## config.mk

```make
export PLATFORM = sky130hd
export DESIGN_NAME = updown_load_counter_flat
export DESIGN_NICKNAME = d
export VERILOG_FILES = /design/src/rtl/updown_load_counter_if.sv /design/src/rtl/updown_load_counter.sv /design/src/flat_wrapper.sv
export SDC_FILE = /design/constraint.sdc
export NUM_CORES = 1
export LEC_CHECK = 0
export CAP_MARGIN = 20
export CORE_AREA = 2 2 39 41
export CTS_CLUSTER_SIZE = 28
export DETAILED_ROUTE_END_ITERATION = 12
export DIE_AREA = 0 0 41 43
export PLACE_DENSITY = 0.56
export SYNTH_ARGS = -nofsm -noshare
export SYNTH_HDL_FRONTEND = slang
export SYNTH_SLANG_ARGS = --single-unit
```

## constraint.sdc

```tcl
create_clock -name clk -period 3.53 [get_ports clk]
set_clock_uncertainty 0.1 [all_clocks]
set_input_delay 0.706 -clock clk [delete_from_list [all_inputs] [get_ports clk]]
set_output_delay 0.706 -clock clk [all_outputs]
set_load 0.1 [all_outputs]
```

## src/rtl/updown_load_counter_if.sv

```systemverilog
// ---------------------------------------------------------------------------
// updown_load_counter_if
//
// Purpose: groups the control and data signals of updown_load_counter into a
// single bundle. clk and res stay plain ports on the counter itself.
//
// Parameters:
//   N         counter width in bits (N >= 1)
//
// Signals:
//   en        count enable (1 = step once per clock, 0 = hold)
//   count_up  direction (1 = increment, 0 = decrement)
//   load      synchronous parallel load strobe
//   set       value loaded when load = 1
//   count     registered counter value
//   tc        terminal-count flag, present only when COUNTER_TC_EN is defined
//
// Modports:
//   master    the side that drives the controls and observes count
//   slave     the counter side
// ---------------------------------------------------------------------------
interface updown_load_counter_if #(
  parameter int N = 4
);

  logic         en;
  logic         count_up;
  logic         load;
  logic [N-1:0] set;
  logic [N-1:0] count;
`ifdef COUNTER_TC_EN
  logic         tc;
`endif

`ifdef COUNTER_TC_EN
  modport master (
    output en, count_up, load, set,
    input  count, tc
  );

  modport slave (
    input  en, count_up, load, set,
    output count, tc
  );
`else
  modport master (
    output en, count_up, load, set,
    input  count
  );

  modport slave (
    input  en, count_up, load, set,
    output count
  );
`endif

endinterface

```

## src/rtl/updown_load_counter.sv

```systemverilog
// ---------------------------------------------------------------------------
// updown_load_counter
//
// Purpose: synchronous N-bit binary up/down counter with count enable and
// parallel load. The count wraps modulo 2^N in both directions.
//
// Optional feature macro: COUNTER_TC_EN
//   When defined, the bus carries a combinational terminal-count flag tc that
//   is high exactly in the cycle whose next rising edge wraps the counter.
//
// Parameters:
//   N      counter width in bits (N >= 1); must match the bus instance
//
// Ports:
//   clk    clock; all state changes on the rising edge
//   res    synchronous active-high reset; clears the counter
//   bus    updown_load_counter_if.slave (en, count_up, load, set, count[, tc])
//
// Per-edge priority, highest first: res, load, enabled up/down step, hold.
// ---------------------------------------------------------------------------
module updown_load_counter #(
  parameter int N = 4
) (
  input  logic                    clk,
  input  logic                    res,
  updown_load_counter_if.slave    bus
);

  // Step of one, sized to the counter so the add/subtract wraps naturally.
  localparam logic [N-1:0] STEP  = N'(1);
  localparam logic [N-1:0] MAX_V = {N{1'b1}};

  logic [N-1:0] count_q;

  // Counter register. Reset beats load, load beats counting, and load ignores
  // en and count_up entirely. The N-bit add/subtract gives the modulo 2^N
  // wrap (max -> 0 going up, 0 -> max going down) without extra logic.
  always_ff @(posedge clk) begin
    if (res) begin
      count_q <= '0;
    end else if (bus.load) begin
      count_q <= bus.set;
    end else if (bus.en) begin
      if (bus.count_up) begin
        count_q <= count_q + STEP;
      end else begin
        count_q <= count_q - STEP;
      end
    end
  end

  assign bus.count = count_q;

`ifdef COUNTER_TC_EN
  // Terminal count looks at the registered value together with the live
  // controls, so it flags the wrap one cycle ahead of it happening and is
  // suppressed whenever reset or load will take the edge instead.
  assign bus.tc = bus.en & ~bus.load & ~res &
                  (( bus.count_up & (count_q == MAX_V)) |
                   (~bus.count_up & (count_q == '0)));
`endif

endmodule

```

## src/flat_wrapper.sv

```systemverilog
// flat-port wrapper written by rule: the top's interface ports become plain ports
module updown_load_counter_flat 
#(
  parameter int N = 4
)
  (clk, res, bus_en, bus_count_up, bus_load, bus_set, bus_count);
  updown_load_counter_if #(.N(N)) bus_i ();
  input  logic clk;
  input  logic res;
  input wire logic [$bits(bus_i.en)-1:0] bus_en;
  input wire logic [$bits(bus_i.count_up)-1:0] bus_count_up;
  input wire logic [$bits(bus_i.load)-1:0] bus_load;
  input wire logic [$bits(bus_i.set)-1:0] bus_set;
  output wire logic [$bits(bus_i.count)-1:0] bus_count;
  assign bus_i.en = bus_en;
  assign bus_i.count_up = bus_count_up;
  assign bus_i.load = bus_load;
  assign bus_i.set = bus_set;
  assign bus_count = bus_i.count;
  updown_load_counter #(.N(N)) u_core (.clk(clk), .res(res), .bus(bus_i));
endmodule
```

==> results.json <==
{
  "gp_congestion": 0.741,
  "power_density_mw_per_mm2": 422,
  "clock-root-buffer": "clkbuf_4",
  "crit_required_ps": 2720,
  "hold_path_class": "register to register",
  "drtIter0Drc": 3,
  "place_hpwl_um": 580,
  "hold_buffers": 0,
  "path_delay_family": "buffers and inverters",
  "rows": 14,
  "cts_setup_buffers": 0,
  "hold_path_depth": 3,
  "die_w_um": 41,
  "rr_endpoint": "u_core.bus.count[2]",
  "ys_types": 19,
  "grt_pass1_vias": 298,
  "min_period_over_period": 0.719,
  "drc_errors": 0,
  "synth_warnings": 0,
  "cap_violations": 0,
  "dieArea_mm2": 0.00176,
  "grt_pass1_wl_um": 1170,
  "dr_total_vias": 279,
  "slowest_stage": "clkdlybuf4s50_1",
  "grt.total_usage": 0.103,
  "synth_edf_count": 0,
  "tns_ps": 0,
  "antenna_left": 0,
  "insertedDiodeCount": 0,
  "core_area_mm2": 0.00138,
  "syn_avg_cell_area_um2": 9.84,
  "wire_per_inst_um": 11.8,
  "postSynthCellCount": 30,
  "postSynthRegisterBits": 4,
  "critPathBufInv": 1,
  "fill_cells": 149,
  "status": "complete, no violations",
  "hold_start": "u_core.bus.count[2]",
  "fin_nets": 58,
  "grt_max_degree": 8,
  "synth_top_area_frac": 0.271,
  "ir_drop_mv": 0.137,
  "synth_area_um2": 295,
  "reg2reg_from": "u_core.bus.count[0]",
  "start_util": 0.213,
  "worstHoldEndpoint": "u_core.bus.count[2]",
  "ctsResizeCount": 0,
  "min_period_ps": 2540,
  "postSynthNetCount": 42,
  "cts_buffers": 3,
  "overflow": 0,
  "synth_ff_type": "dfxtp_1",
  "slew_viol_final": 0,
  "slowest_delay_ps": 1140,
  "cts_buffer_depth": 2,
  "whs_ps": 530,
  "finalHoldViolCount": 0,
  "r2r_slack_ps": 1950,
  "worstPathMaxFanout": 3,
  "wl_um": 709,
  "dp.cells": 57,
  "clkTransAtPathRegs_ps": 40,
  "antenna_found_initial": 0,
  "routed_via_density": 4.65,
  "synthArstFlopShare": 0,
  "htree_num_levels": 1,
  "io_buffers": 12,
  "largest_reg_flops": 4,
  "dpl_worst_slack_ps": 1010,
  "worstSetupPathType": "register to output port",
  "setup_ws_ps": 994,
  "cp-end-kind": "output port",
  "cp-start-kind": "register",
  "slew_headroom": 0.357,
  "synth_area_leaders": "dfxtp_1, ha_1, fa_1",
  "finalNonFillerCells": 60,
  "clkSinkCount": 4,
  "pin_count": 13,
  "yosys.area.top_type": "dfxtp_1",
  "fmax_ghz": 0.394,
  "r2r_cells": 4,
  "power_leakage_nw": 0.181,
  "path_cells": "clkdlybuf4s50_1",
  "dr.pass1.iters": 4,
  "setup_viol": 0,
  "syn2layout_area_growth_pct": 48.7,
  "insertion_delay_ps": 230,
  "cts_tree": "yes",
  "design_area_um2": 439,
  "worstPathArrival_ps": 1730,
  "dieHeight_um": 43,
  "placed_cell_area_um2": 417,
  "drive_gt1_frac": 0.227,
  "worst_slew_pin_slew_ps": 961,
  "ys_seq_area_frac": 0.271,
  "rsz0062_at_grt": "false"
}
[stage by stage]
stage	power (W)	util
finish	0.000185	0.317
global route	0.000197	0.317
CTS	0.000190	0.317
detailed placement	0.000130	0.301
global placement	0.000130	0.301
floorplan	0.000109	-
[cell type report]
class	count	area (um2)	area share
clock buffers	3	22.5	0.0513
inverters	1	3.75	0.00855
multi-input cells	24	200	0.456
flip-flops and latches	4	80.1	0.182
well taps	16	20.0	0.0456
repair buffers	12	113	0.256
[layout by cell type (no fill, tap or decap), drive strengths merged]
master	Yosys	final
nor3b	1	1
ha	2	2
nand3	1	1
mux2	1	1
a2111oi	1	1
or3b	1	1
buf	1	3
mux2i	2	2
a21oi	3	3
xnor2	2	2
fa	1	1
a311o	1	1
dfxtp	4	4
clkbuf	0	3
nor2	3	3
nand2	2	2
clkdlybuf4s50	0	9
inv	1	1
xor2	1	1
nand2b	1	1
a211o	1	1
[logic make-up (layout without fill, tap and decap cells)]
| kind of cell | after synthesis | count (layout) | synth area share |
|---|---|---|---|
| AO/OA/AOI/OAI | 6 | 6 | 0.174 |
| XOR/XNOR | 3 | 3 | 0.0890 |
| adder cells (fa/ha/maj) | 3 | 3 | 0.153 |
| flip-flops | 4 | 4 | 0.271 |
| buffers and inverters | 2 | 16 | 0.0508 |
| multiplexers | 3 | 3 | 0.106 |
| AND/OR/NAND/NOR | 9 | 9 | 0.157 |
[report_power, final]
part,total [W],internal (W),switching (W)
registers,0.0000543,0.0000497,0.00000464
logic,0.0000748,0.0000274,0.0000475
clock network,0.0000562,0.0000380,0.0000182
[how the worst max path moves through the flow]
| stage | start | end | slack, ps | cells after the start |
|---|---|---|---|---|
| floorplan | u_core.bus.count[2] | u_core.bus.count[3] | 1360 | 4 |
| global placement | bus_count_up | u_core.bus.count[3] | 1050 | 6 |
| detailed placement | bus_count_up | u_core.bus.count[3] | 1010 | 6 |
| CTS | u_core.bus.count[3] | bus_count[3] | 970 | 1 |
| global route | u_core.bus.count[3] | bus_count[3] | 940 | 1 |
| finish | u_core.bus.count[3] | bus_count[3] | 990 | 1 |
[synth_stat cells, types with 2 or more instances]
library cell / count
dfxtp_1: 4
a21oi_1: 3
nor2_1: 3
ha_1: 2
mux2i_1: 2
nand2_1: 2
xnor2_1: 2
[routing by layer]
| metal | vias up | track usage | routed length, um |
|---|---|---|---|
| li1 | 137 | - | - |
| met1 | 130 | 0.106 | 295 |
| met2 | 8 | 0.144 | 366 |
| met3 | 4 | 0.0524 | 35 |
| met4 | 0 | 0.0867 | 12 |
| met5 | - | 0 | 0 |
Power figures use the tool's default switching activity.
